$ cat config.mk
export PLATFORM = sky130hd
export DESIGN_NAME = mc_ctrl
export DESIGN_NICKNAME = d
export VERILOG_FILES = /design/src/rtl/mips_defs_pkg.sv /design/src/rtl/mc_ctrl.sv
export SDC_FILE = /design/constraint.sdc
export NUM_CORES = 1
export LEC_CHECK = 0
export CORE_MARGIN = 5
export CORE_UTILIZATION = 40
export CTS_CLUSTER_SIZE = 24
export DETAILED_ROUTE_END_ITERATION = 16
export MAX_ROUTING_LAYER = met4
export PLACE_DENSITY = 0.87
export SLEW_MARGIN = 20
export SYNTH_ARGS = -nofsm -noshare
export SYNTH_HDL_FRONTEND = slang
export SYNTH_SLANG_ARGS = --single-unit
export TNS_END_PERCENT = 10
$ cat constraint.sdc
create_clock -name clk -period 2.8 [get_ports clk]
set_clock_uncertainty 0.1 [all_clocks]
set_input_delay 0.84 -clock clk [delete_from_list [all_inputs] [get_ports clk]]
set_output_delay 0.84 -clock clk [all_outputs]
set_load 0.01 [all_outputs]
$ cat src/rtl/mips_defs_pkg.sv
// Shared constants for the multi-cycle MIPS datapath: instruction opcodes,
// ALU operation codes (also used by the ALU) and control FSM state encodings.
package mips_defs;

    // Instruction opcodes, IR[31:26]
    localparam logic [5:0] OP_RTYPE = 6'b000000;
    localparam logic [5:0] OP_LW    = 6'b100011;
    localparam logic [5:0] OP_SW    = 6'b101011;
    localparam logic [5:0] OP_BEQ   = 6'b000100;
    localparam logic [5:0] OP_J     = 6'b000010;
    localparam logic [5:0] OP_ADDI  = 6'b001000;

    // ALU operation select
    localparam logic [1:0] ALU_ADD  = 2'b00;
    localparam logic [1:0] ALU_SUB  = 2'b01;
    localparam logic [1:0] ALU_FUNC = 2'b10;

    // ALU operand B select
    localparam logic [1:0] SRCB_REG   = 2'b00;
    localparam logic [1:0] SRCB_FOUR  = 2'b01;
    localparam logic [1:0] SRCB_IMM   = 2'b10;
    localparam logic [1:0] SRCB_IMMSH = 2'b11;

    // PC source select
    localparam logic [1:0] PCSRC_ALU    = 2'b00;
    localparam logic [1:0] PCSRC_ALUOUT = 2'b01;
    localparam logic [1:0] PCSRC_JUMP   = 2'b10;

    // Control FSM state encodings; codes 13..15 are unused
    localparam logic [3:0] S_RST     = 4'd0;
    localparam logic [3:0] S_FETCH   = 4'd1;
    localparam logic [3:0] S_DECODE  = 4'd2;
    localparam logic [3:0] S_MEMADR  = 4'd3;
    localparam logic [3:0] S_MEMRD   = 4'd4;
    localparam logic [3:0] S_MEMWB   = 4'd5;
    localparam logic [3:0] S_MEMWR   = 4'd6;
    localparam logic [3:0] S_EXEC    = 4'd7;
    localparam logic [3:0] S_RTYPEWB = 4'd8;
    localparam logic [3:0] S_BRANCH  = 4'd9;
    localparam logic [3:0] S_JUMP    = 4'd10;
    localparam logic [3:0] S_ADDI_EX = 4'd11;
    localparam logic [3:0] S_ADDI_WB = 4'd12;

    // True for every opcode the controller knows how to sequence
    function automatic logic op_supported(input logic [5:0] op);
        return (op == OP_RTYPE) || (op == OP_LW) || (op == OP_SW) ||
               (op == OP_BEQ)   || (op == OP_J)  || (op == OP_ADDI);
    endfunction

endpackage

$ cat src/rtl/mc_ctrl.sv
// Multi-cycle MIPS control FSM. Sequences fetch/decode/execute/memory/
// write-back, waits on mem_ready for every memory access, and drives the
// ALU operation, operand muxes and all datapath enables.
module mc_ctrl
    import mips_defs::*;
(
    input  logic       clk,
    input  logic       rst,
    input  logic [5:0] op,
    input  logic       zero,
    input  logic       mem_ready,
    output logic [1:0] ALUop,
    output logic       ALUSrcA,
    output logic [1:0] ALUSrcB,
    output logic       IorD,
    output logic       MemRead,
    output logic       MemWrite,
    output logic       IRWrite,
    output logic       RegDst,
    output logic       MemtoReg,
    output logic       RegWrite,
    output logic [1:0] PCSource,
    output logic       pc_en,
    output logic       instr_done,
    output logic       illegal,
    output logic [3:0] state
);

    logic [3:0] state_reg;
    logic [3:0] state_next;
    logic       pc_write;
    logic       pc_write_cond;

    assign state = state_reg;

    // State register; reset is asynchronous so outputs drop without a clock
    always_ff @(posedge clk or posedge rst) begin
        if (rst) begin
            state_reg <= S_RST;
        end else begin
            state_reg <= state_next;
        end
    end

    // Next-state logic; memory states hold until the handshake completes
    always_comb begin
        state_next = S_FETCH;
        case (state_reg)
            S_RST:     state_next = S_FETCH;
            S_FETCH:   state_next = mem_ready ? S_DECODE : S_FETCH;
            S_DECODE: begin
                case (op)
                    OP_RTYPE:     state_next = S_EXEC;
                    OP_LW, OP_SW: state_next = S_MEMADR;
                    OP_BEQ:       state_next = S_BRANCH;
                    OP_J:         state_next = S_JUMP;
                    OP_ADDI:      state_next = S_ADDI_EX;
                    default:      state_next = S_FETCH;
                endcase
            end
            S_MEMADR:  state_next = (op == OP_LW) ? S_MEMRD : S_MEMWR;
            S_MEMRD:   state_next = mem_ready ? S_MEMWB : S_MEMRD;
            S_MEMWB:   state_next = S_FETCH;
            S_MEMWR:   state_next = mem_ready ? S_FETCH : S_MEMWR;
            S_EXEC:    state_next = S_RTYPEWB;
            S_RTYPEWB: state_next = S_FETCH;
            S_BRANCH:  state_next = S_FETCH;
            S_JUMP:    state_next = S_FETCH;
            S_ADDI_EX: state_next = S_ADDI_WB;
            S_ADDI_WB: state_next = S_FETCH;
            default:   state_next = S_FETCH;
        endcase
    end

    // Output decode: Moore from state, with handshake/zero qualifiers folded in.
    // rst forces everything low so no write enable can appear during reset.
    always_comb begin
        ALUop         = ALU_ADD;
        ALUSrcA       = 1'b0;
        ALUSrcB       = SRCB_REG;
        IorD          = 1'b0;
        MemRead       = 1'b0;
        MemWrite      = 1'b0;
        IRWrite       = 1'b0;
        RegDst        = 1'b0;
        MemtoReg      = 1'b0;
        RegWrite      = 1'b0;
        PCSource      = PCSRC_ALU;
        instr_done    = 1'b0;
        illegal       = 1'b0;
        pc_write      = 1'b0;
        pc_write_cond = 1'b0;
        if (!rst) begin
            case (state_reg)
                S_FETCH: begin
                    MemRead  = 1'b1;
                    ALUSrcB  = SRCB_FOUR;
                    IRWrite  = mem_ready;
                    pc_write = mem_ready;
                end
                S_DECODE: begin
                    ALUSrcB = SRCB_IMMSH;
                    if (!op_supported(op)) begin
                        illegal    = 1'b1;
                        instr_done = 1'b1;
                    end
                end
                S_MEMADR: begin
                    ALUSrcA = 1'b1;
                    ALUSrcB = SRCB_IMM;
                end
                S_MEMRD: begin
                    MemRead = 1'b1;
                    IorD    = 1'b1;
                end
                S_MEMWB: begin
                    RegWrite   = 1'b1;
                    MemtoReg   = 1'b1;
                    instr_done = 1'b1;
                end
                S_MEMWR: begin
                    MemWrite   = 1'b1;
                    IorD       = 1'b1;
                    instr_done = mem_ready;
                end
                S_EXEC: begin
                    ALUSrcA = 1'b1;
                    ALUop   = ALU_FUNC;
                end
                S_RTYPEWB: begin
                    RegWrite   = 1'b1;
                    RegDst     = 1'b1;
                    instr_done = 1'b1;
                end
                S_BRANCH: begin
                    ALUSrcA       = 1'b1;
                    ALUop         = ALU_SUB;
                    pc_write_cond = 1'b1;
                    PCSource      = PCSRC_ALUOUT;
                    instr_done    = 1'b1;
                end
                S_JUMP: begin
                    pc_write   = 1'b1;
                    PCSource   = PCSRC_JUMP;
                    instr_done = 1'b1;
                end
                S_ADDI_EX: begin
                    ALUSrcA = 1'b1;
                    ALUSrcB = SRCB_IMM;
                end
                S_ADDI_WB: begin
                    RegWrite   = 1'b1;
                    instr_done = 1'b1;
                end
                default: begin
                end
            endcase
        end
    end

    // Branch enable follows zero combinationally within S_BRANCH
    assign pc_en = pc_write | (pc_write_cond & zero);

endmodule

==> results of run 1 <==
## layout by cell type, fill, tap and decap left out, types with 2 or more instances in the layout
cell                               n
sky130_fd_sc_hd__buf_4            25
sky130_fd_sc_hd__nor2_1           11
sky130_fd_sc_hd__dlygate4sd2_1     9
sky130_fd_sc_hd__nand2_1           7
sky130_fd_sc_hd__nor2b_1           6
sky130_fd_sc_hd__o21ai_0           6
sky130_fd_sc_hd__buf_2             6
sky130_fd_sc_hd__a21oi_1           5
sky130_fd_sc_hd__clkdlybuf4s50_1   5
sky130_fd_sc_hd__nor3_1            4
sky130_fd_sc_hd__nor2_2            4
sky130_fd_sc_hd__clkbuf_2          4
sky130_fd_sc_hd__dfrtp_1           4
sky130_fd_sc_hd__xnor2_1           3
sky130_fd_sc_hd__clkbuf_4          3
sky130_fd_sc_hd__nand3_1           2
sky130_fd_sc_hd__mux2i_1           2
sky130_fd_sc_hd__nand2b_1          2
sky130_fd_sc_hd__buf_6             2
sky130_fd_sc_hd__clkdlybuf4s15_1   2
## final cells by class
cell class              count  area (um2)
clock buffers               3       22.52
fillers                    96       257.7
inverters                   2       7.507
multi-input cells          71       459.2
flip-flops and latches      4       100.1
well taps                  15       18.77
repair buffers             55       435.4
## through the flow
step | hold WS [ns] | setup WS, ns | cell area (um2) | std cells | power [uW]
finish | 0.5454 | -0.1005 | 1044 | 150 | 732.1
global route | 0.5806 | -0.1515 | 1044 | 150 | 792.0
CTS | 0.5302 | -0.005210 | 1059 | 149 | 721.3
detailed placement | 0.5091 | -0.8424 | 980.9 | 139 | 655.3
global placement | 0.4792 | -0.7833 | 980.9 | 139 | 633.3
floorplan | 0.5285 | 0.1141 | 554.3 | 81 | 397.2
## cells in the mapped netlist, drive strengths merged
library cell / count / area share [%]
and3: 1 / 1.1
xnor2: 3 / 4.7
o22a: 1 / 1.6
nand3: 2 / 1.8
dfrtp: 4 / 18
o211a: 1 / 1.8
o2111a: 1 / 2.0
a21oi: 6 / 5.4
a21o: 1 / 1.4
nand2: 9 / 6.1
and3b: 1 / 1.6
o22ai: 1 / 1.1
a211oi: 1 / 1.4
nor2b: 6 / 6.8
o21ba: 1 / 1.8
nand4: 1 / 1.1
a22oi: 1 / 1.4
nor2: 15 / 11
o21ai: 6 / 5.4
a311o: 1 / 2.0
inv: 2 / 1.4
mux2i: 2 / 3.6
a2111oi: 1 / 5.0
nand2b: 2 / 2.3
nor4: 1 / 1.1
nor3: 5 / 4.5
buf: 4 / 3.6
o21a: 1 / 1.4
## worst max path at each step
stage	to	slack, ns	from	cells past startpoint
after floorplan	instr_done	0.11	rst	4
after global placement	instr_done	-0.78	op[2]	6
after detailed placement	instr_done	-0.84	op[2]	6
after CTS	instr_done	-0.005	op[4]	6
after global routing	pc_en	-0.15	zero	6
final	pc_en	-0.10	zero	6
## critical path, cell delays in order
cell and delay [ns]:
sky130_fd_sc_hd__clkdlybuf4s50_1 0.46, sky130_fd_sc_hd__mux2i_1 0.07, sky130_fd_sc_hd__nor2_1 0.14, sky130_fd_sc_hd__a21oi_1 0.06, sky130_fd_sc_hd__nor3_1 0.20, sky130_fd_sc_hd__buf_2 0.20
## cells by family after synthesis
group / after synthesis / share of synthesized area, %
compound gates: 23 / 31.61
mux: 2 / 3.612
buf+inv: 6 / 4.967
xor+xnor: 3 / 4.741
flops: 4 / 18.06
simple gates: 43 / 37.02
## routing by layer
layer / up-vias / global-route usage (%) / part of all wire [%]
li1: 398 / - / -
met3: 10 / 4.215 / 7.2
met4: 0 / 13.81 / 2.6
met5: - / - / 0
met2: 53 / 43.05 / 51
met1: 419 / 32.65 / 39
## what timing repair did
action	4_1_cts	5_1_grt
pin swaps	7	3
setup buffers	7	1
resized for setup	73	7
endpoints found under the hold margin	0	0
endpoints found under the setup margin	17	11
## power by group
| group | switching (uW) | leakage (uW) | internal, uW |
|---|---|---|---|
| clock network | 22.3 | 0.0000138 | 47.9 |
| registers | 39.4 | 0.0000507 | 79.6 |
| logic | 281 | 0.000458 | 261 |
| total | 343 | 0.000522 | 389 |
==> out/results.ini, run 1 <==
[status]
run_status=complete, but fails checks
failed_checks=setup timing

[job]
cap_violations=0

[setup_path]
worst-endpoint-required_ns=1.86
crit-reg2reg-capture=state[1]$_DFF_PP0_
critPathCaptureType=primary output
crit_type=input port to primary output
cp.arrival_ns=1.96
critical_path_fanout_max=1
worst_r2r_path_depth=5
startpoint_type=input port
reg2reg_setup_slack_ns=1.31
r2r-start=state[1]$_DFF_PP0_

[hold_path]
hold_path.class=register to register
hp-start=state[2]$_DFF_PP0_
whs_path_depth=3
min_to=state[3]$_DFF_PP0_

[sta]
report.final.setup_viol=2
slew_headroom_pct=79.26
final_max_slew_violation_count=0
hold_viol_final=0
setup_ws_ns=-0.1005
post_route_minimum_period_ns=2.900
rsz0062_at_grt=true
worst-slew-pin-transition_ns=0.3111
setup_total_negative_slack_ns=-0.1162
fmaxAchievable_mhz=344.8
finalCritPeriodShare_pct=103.6

[route]
routed_via_density=5.867
detailedRoute.firstIterationViolations=33
drt_pass_1_iters=4
drt_drc_violations_left=0
num_vias=880
totalWireLength_um=2573
antenna_violating_nets_post_route=0
wl_per_cell_um=17.15

[placement]
gp_routability_congestion=0.8215
place.port_buffers=30
dp_hpwl_um=1718

[clocking]
htreeDepth=1
hold_buffers=0
worst_setup_hold_path_clk_slew_ns=0.04
cts.path.max_buffers=2
clock_latency_ns=0.23
clkSinkCount=4
clockRootBuffer=sky130_fd_sc_hd__clkbuf_4
numCtsBuffers=3
tritoncts=yes

[global_routing]
grt_pass1_wl_um=4133
grt_start_max_net_pins=13
number_of_global_route_vias_before_repair=874
grtUsageTotal_pct=27.13
globalRouteOverflowTotal=0
antenna_found_initial=0

[synthesis]
net_count_after_synthesis=91
synth-seq-area-share_pct=18.06
yosysWarningCount=0
ys_seq_elements=4
unique_masters_post_synth=29
avgSynthCellArea_um2=6.843
synth_cells=81
mappedNetlistArea_um2=554.3

[finish]
area_growth_pct=88.26
layout.core_utilization_pct=80.19
largest_register_ffs=4
num_antenna_cells=0
fraction_of_final_layout_cells_with_drive_strength_greater_than_1_pct=40.00
finish.net_count=147

[floorplanning]
num_io_pins=31
std_cell_rows=13
floorplan.die_area_um2=2230
die_height_um=47.23
die_w_um=47.23
core_um2=1301
floorplan.initialDensity_pct=42.60

[power]
power.density_cell_area_nw_per_um2=701.6
total_leakage_power_uw=0.0005222
ir_drop_uv=473.7

Note: power is estimated with default switching activity, not from simulation.
==> inputs of run 2 (changes only) <==
Settings changed: MAX_ROUTING_LAYER met4 to not set, RECOVER_POWER set to 25.
==> out/results.ini, run 2 (synthesis gave the netlist of run 1 again) <==
[placement]
dp_hpwl_um=1718  ; unchanged
place.port_buffers=30  ; unchanged
gp_routability_congestion=0.8097  ; was 0.8215

[clocking]
worst_setup_hold_path_clk_slew_ns=0.04  ; about the same
clock_latency_ns=0.23  ; about the same
numCtsBuffers=3  ; unchanged
cts.path.max_buffers=2  ; unchanged
tritoncts=yes  ; unchanged
clockRootBuffer=sky130_fd_sc_hd__clkbuf_4  ; unchanged
clkSinkCount=4  ; unchanged
htreeDepth=1  ; unchanged

[route]
detailedRoute.firstIterationViolations=42  ; was 33
antenna_violating_nets_post_route=0  ; unchanged
routed_via_density=5.900  ; was 5.867
num_vias=885  ; was 880
drt_pass_1_iters=4  ; unchanged
totalWireLength_um=2587  ; was 2573 um
drt_drc_violations_left=0  ; unchanged
wl_per_cell_um=17.25  ; was 17.15 um

[sta]
post_route_minimum_period_ns=2.900  ; about the same
rsz0062_at_grt=true  ; unchanged
worst-slew-pin-transition_ns=0.3138  ; was 0.3111 ns
report.final.setup_viol=2  ; unchanged
finalCritPeriodShare_pct=103.6  ; about the same
slew_headroom_pct=79.08  ; was 79.26%
setup_ws_ns=-0.09963  ; was -0.1005 ns
fmaxAchievable_mhz=344.9  ; was 344.8 MHz
hold_viol_final=0  ; unchanged
worst_hold_slack_ns=0.5448  ; was 0.5454 ns
final_max_slew_violation_count=0  ; unchanged
setup_total_negative_slack_ns=-0.1127  ; was -0.1162 ns

[power]
total_leakage_power_uw=0.0005150  ; was 0.0005222 uW
ir_drop_uv=472.2  ; was 473.7 uV
comb_power_share_pct=74.0  ; was 74.2%
power_switching_share_pct=47.05  ; was 46.88%
power.density_cell_area_nw_per_um2=706.6  ; was 701.6 nW/um2
net-switching-power_uw=344.4  ; was 343.2 uW
cellInternalPower_uw=387.6  ; was 388.9 uW
p_clk_share_pct=9.6  ; about the same
seqPwrFrac_pct=16.4  ; was 16.3%

[finish]
area_growth_pct=86.91  ; was 88.26%
fraction_of_final_layout_cells_with_drive_strength_greater_than_1_pct=38.52  ; was 40.00%
largest_register_ffs=4  ; unchanged
num_antenna_cells=0  ; unchanged
layout_commonest_cell=sky130_fd_sc_hd__buf_4  ; unchanged
layout.core_utilization_pct=79.62  ; was 80.19%
finish.net_count=147  ; unchanged
most-common-layout-cells=sky130_fd_sc_hd__buf_4 (23), sky130_fd_sc_hd__nor2_1 (11), sky130_fd_sc_hd__dlygate4sd2_1 (9), sky130_fd_sc_hd__nand2_1 (7)  ; was sky130_fd_sc_hd__buf_4 (25), sky130_fd_sc_hd__nor2_1 (11), sky130_fd_sc_hd__dlygate4sd2_1 (9), sky130_fd_sc_hd__nand2_1 (7)

[hold_path]
hold_path.class=register to register  ; unchanged

[setup_path]
critical_path_fanout_max=1  ; unchanged
crit_type=input port to primary output  ; unchanged
worst-endpoint-required_ns=1.86  ; about the same
critPathCaptureType=primary output  ; unchanged
cp.arrival_ns=1.96  ; about the same
startpoint_type=input port  ; unchanged

[floorplanning]
num_io_pins=31  ; unchanged
core_um2=1301  ; unchanged
std_cell_rows=13  ; unchanged
floorplan.initialDensity_pct=42.60  ; unchanged
die_height_um=47.23  ; unchanged
die_w_um=47.23  ; unchanged
floorplan.die_area_um2=2230  ; unchanged

[global_routing]
globalRouteOverflowTotal=0  ; unchanged
antenna_found_initial=0  ; unchanged
grt_pass1_wl_um=4140  ; was 4133 um
grtUsageTotal_pct=26.37  ; was 27.13%
grt_start_max_net_pins=13  ; unchanged
number_of_global_route_vias_before_repair=874  ; unchanged

[status]
run_status=complete, but fails checks  ; unchanged
failed_checks=setup timing  ; unchanged

[job]
cap_violations=0  ; unchanged

[run 2: area by class of cell]
type                    count  area [um2]
clock buffers               3       22.52
fillers                    98       265.3
inverters                   2       7.507
multi-input cells          71       459.2
flip-flops and latches      4       100.1
well taps                  15       18.77
repair buffers             55       427.9
[run 2: power by group through the flow]
stage	Sequential (uW)	Clock (uW)	Combinational, uW
4_1_cts	115	74.6	532
3_3_place_gp	114	0	519
2_1_floorplan	116	0	282
5_1_grt	125	83.4	583
3_5_place_dp	116	0	540
6_report	120	70.2	542
[run 2: metrics by stage]
stage | std cells | setup WS (ns) | power, uW | instance area (um2)
6_report | 150 | -0.09963 | 732.0 | 1036
4_1_cts | 149 | -0.005210 | 721.3 | 1059
3_5_place_dp | 139 | -0.8424 | 655.3 | 980.9
5_1_grt | 150 | -0.1515 | 791.4 | 1036
2_1_floorplan | 81 | 0.1141 | 397.2 | 554.3
3_3_place_gp | 139 | -0.7833 | 633.3 | 980.9
[run 2: final timing paths]
check | startpoint | end | slack (ns) | cells past startpoint
min | state[2]$_DFF_PP0_ | state[3]$_DFF_PP0_ | 0.54 | 3
max in group asynchronous | rst | state[0]$_DFF_PP0_ | 1.86 | 3
min reg2reg | state[2]$_DFF_PP0_ | state[3]$_DFF_PP0_ | 0.54 | 3
max reg2reg | state[1]$_DFF_PP0_ | state[1]$_DFF_PP0_ | 1.26 | 5
max | zero | pc_en | -0.1 | 6
min in group asynchronous | rst | state[2]$_DFF_PP0_ | 0.64 | 3
[run 2: what timing repair did]
action / in CTS / in global routing
endpoints found under the hold margin: 0 / 0
hold buffers: 0 / 0
resized for setup: 73 / 7
pin swaps: 7 / 3
setup endpoints to repair: 17 / 11
buffers inserted: 7 / 1
[run 2: routing by layer]
metal | track usage (%) | part of all wire (%) | vias up
met2 | 43.32 | 50 | 50
met4 | 13.81 | 3.2 | 0
met1 | 32.43 | 39 | 423
li1 | - | - | 398
met5 | 0 | 0 | -
met3 | 4.598 | 7.1 | 14
[run 2: critical path, stage by stage]
cell and delay (ns):
sky130_fd_sc_hd__clkdlybuf4s50_1 0.46, sky130_fd_sc_hd__mux2i_1 0.07, sky130_fd_sc_hd__nor2_1 0.14, sky130_fd_sc_hd__a21oi_1 0.06, sky130_fd_sc_hd__nor3_1 0.20, sky130_fd_sc_hd__buf_2 0.20
==> inputs of run 3 (changes only) <==
Settings changed: CORE_MARGIN 5 to 2.
==> out/results.ini, run 3 (synthesis gave the netlist of run 1 again) <==
[status]
run_status=complete, but fails checks  ; unchanged
failed_checks=setup timing  ; unchanged

[setup_path]
reg2reg_setup_slack_ns=1.40  ; was 1.26 ns
cp.arrival_ns=1.88  ; was 1.96 ns
crit-reg2reg-capture=state[1]$_DFF_PP0_  ; unchanged
critical_path_fanout_max=4  ; was 1
critPathCaptureType=primary output  ; unchanged
crit_type=input port to primary output  ; unchanged
startpoint_type=input port  ; unchanged
worstSetupStartpoint=op[0]  ; was zero
worst-endpoint-required_ns=1.86  ; about the same
worstSetupEndpoint=instr_done  ; was pc_en
r2r-start=state[1]$_DFF_PP0_  ; unchanged
worst_r2r_path_depth=5  ; unchanged

[sta]
slew_headroom_pct=79.84  ; was 79.08%
setup_ws_ns=-0.01645  ; was -0.09963 ns
rsz0062_at_grt=true  ; unchanged
fmaxAchievable_mhz=355.1  ; was 344.9 MHz
worst-slew-pin-transition_ns=0.3023  ; was 0.3138 ns
final_max_slew_violation_count=0  ; unchanged
hold_viol_final=0  ; unchanged
finalCritPeriodShare_pct=100.6  ; was 103.6%
post_route_minimum_period_ns=2.816  ; was 2.900 ns
report.final.setup_viol=1  ; was 2

[clocking]
htreeDepth=1  ; unchanged
tritoncts=yes  ; unchanged
clkSinkCount=4  ; unchanged
numCtsBuffers=3  ; unchanged
cts.path.max_buffers=2  ; unchanged
hold_buffers=0  ; unchanged
clockRootBuffer=sky130_fd_sc_hd__clkbuf_4  ; unchanged
clock_latency_ns=0.23  ; about the same
worst_setup_hold_path_clk_slew_ns=0.03  ; was 0.04 ns

[route]
routed_via_density=5.537  ; was 5.900
antenna_violating_nets_post_route=0  ; unchanged
drt_pass_1_iters=4  ; unchanged
detailedRoute.firstIterationViolations=11  ; was 42
totalWireLength_um=2075  ; was 2587 um
num_vias=814  ; was 885
wl_per_cell_um=14.12  ; was 17.25 um
drt_drc_violations_left=0  ; unchanged

[floorplanning]
std_cell_rows=13  ; unchanged
floorplan.die_area_um2=1700  ; was 2230 um2
core_um2=1301  ; unchanged
die_height_um=41.23  ; was 47.23 um
die_w_um=41.23  ; was 47.23 um
num_io_pins=31  ; unchanged
floorplan.initialDensity_pct=42.60  ; unchanged

[placement]
pre_cts_ws_ns=-0.8312  ; was -0.8424 ns
post_dp_cell_area_um2=980.9  ; unchanged
place.port_buffers=30  ; unchanged
dp_hpwl_um=1609  ; was 1718 um
gp_routability_congestion=0.8113  ; was 0.8097

[finish]
finish.net_count=144  ; was 147
area_growth_pct=81.04  ; was 86.91%
num_antenna_cells=0  ; unchanged
post-route-cell-area_um2=1003  ; was 1036 um2
layout_commonest_cell=sky130_fd_sc_hd__buf_4  ; unchanged
most-common-layout-cells=sky130_fd_sc_hd__buf_4 (20), sky130_fd_sc_hd__nor2_1 (12), sky130_fd_sc_hd__nand2_1 (8), sky130_fd_sc_hd__clkdlybuf4s15_2 (8), sky130_fd_sc_hd__buf_2 (7)  ; was sky130_fd_sc_hd__buf_4 (23), sky130_fd_sc_hd__nor2_1 (11), sky130_fd_sc_hd__dlygate4sd2_1 (9), sky130_fd_sc_hd__nand2_1 (7)
layout.area.seq_um2=100.1  ; unchanged
fillCellCount=106  ; was 98
multi_input_comb_area_um2=450.4  ; was 459.2 um2
largest_register_ffs=4  ; unchanged
fraction_of_final_layout_cells_with_drive_strength_greater_than_1_pct=39.39  ; was 38.52%

[global_routing]
number_of_global_route_vias_before_repair=753  ; was 874
grtUsageTotal_pct=28.01  ; was 26.37%
globalRouteOverflowTotal=0  ; unchanged
grt_start_max_net_pins=13  ; unchanged
grt_pass1_wl_um=3084  ; was 4140 um
antenna_found_initial=0  ; unchanged

[job]
cap_violations=0  ; unchanged

[power]
total_leakage_power_uw=0.0004798  ; was 0.0005150 uW
power.density_cell_area_nw_per_um2=698.4  ; was 706.6 nW/um2
ir_drop_uv=501.2  ; was 472.2 uV

[hold_path]
hold_path.class=register to register  ; unchanged

==> run 3: changes by cell type in the layout (fill, tap and decap cells not counted), moves of 2 or more <==
| cell | previous run | this run |
|---|---|---|
| sky130_fd_sc_hd__dlygate4sd2_1 | 9 | 2 |
| sky130_fd_sc_hd__dlymetal6s2s_1 | 0 | 2 |
| sky130_fd_sc_hd__buf_4 | 23 | 20 |
| sky130_fd_sc_hd__clkdlybuf4s15_2 | 1 | 8 |
| sky130_fd_sc_hd__clkdlybuf4s15_1 | 2 | 0 |
| sky130_fd_sc_hd__clkbuf_1 | 2 | 4 |
==> run 3: per-stage QoR <==
stage / total power, uW / cells / setup TNS (ns) / hold slack (ns) / utilization, %
6_report: 700.8 / 147 / -0.01645 / 0.5126 / 77.12
5_1_grt: 756.5 / 147 / -0.06688 / 0.5659 / 77.12
4_1_cts: 705.1 / 146 / -1.450 / 0.5140 / 78.17
3_5_place_dp: 650.0 / 139 / -7.882 / 0.4961 / 75.38
3_3_place_gp: 629.3 / 139 / -7.476 / 0.4717 / 75.38
2_1_floorplan: 397.2 / 81 / 0 / 0.5285 / -
==> run 3: layout make-up <==
class	instances	share of cell area, %
Clock buffer	3	2.244
Inverter	2	0.7481
Tap cell	15	1.870
Multi-Input combinational cell	71	44.89
Timing Repair Buffer	52	40.27
Sequential cell	4	9.975
==> run 3: what timing repair did <==
item | CTS | global route
gates cloned | 0 | 0
buffers inserted | 4 | 1
gates resized for setup | 71 | 18
endpoints found under the setup margin | 17 | 15
hold endpoints to repair | 0 | 0
pin swaps | 2 | 5
==> run 3: critical path: stages <==
cell                        delay (ns)
sky130_fd_sc_hd__buf_4            0.13
sky130_fd_sc_hd__nor3_4           0.19
sky130_fd_sc_hd__o21a_1           0.20
sky130_fd_sc_hd__a2111oi_4        0.06
sky130_fd_sc_hd__a311o_2          0.33
sky130_fd_sc_hd__buf_6            0.13
==> run 3: how the worst min path moves through the flow <==
stage                     cells past startpoint  slack [ns]                 end                from
after global routing                          3        0.57  state[3]$_DFF_PP0_  state[3]$_DFF_PP0_
after floorplan                               3        0.53  state[3]$_DFF_PP0_  state[2]$_DFF_PP0_
after CTS                                     3        0.51  state[3]$_DFF_PP0_  state[3]$_DFF_PP0_
after global placement                        3        0.47  state[3]$_DFF_PP0_  state[2]$_DFF_PP0_
final                                         3        0.51  state[3]$_DFF_PP0_  state[3]$_DFF_PP0_
after detailed placement                      3        0.50  state[3]$_DFF_PP0_  state[2]$_DFF_PP0_
==> run 3: power by group <==
part           total, uW  leakage, uW  internal (uW)  switching, uW
logic                514     0.000415            255            259
clock network       67.1    0.0000138           47.6           19.5
registers            119    0.0000507           79.7           39.7
total                701     0.000480            383            318
==> run 3: per-layer routing <==
layer  vias to the layer above  wire (um)  track usage [%]
met5                         -          0                0
met4                         0          7            16.13
met3                         2         86            5.435
met2                        29       1098            46.48
met1                       388        883            33.12
li1                        395          -                -
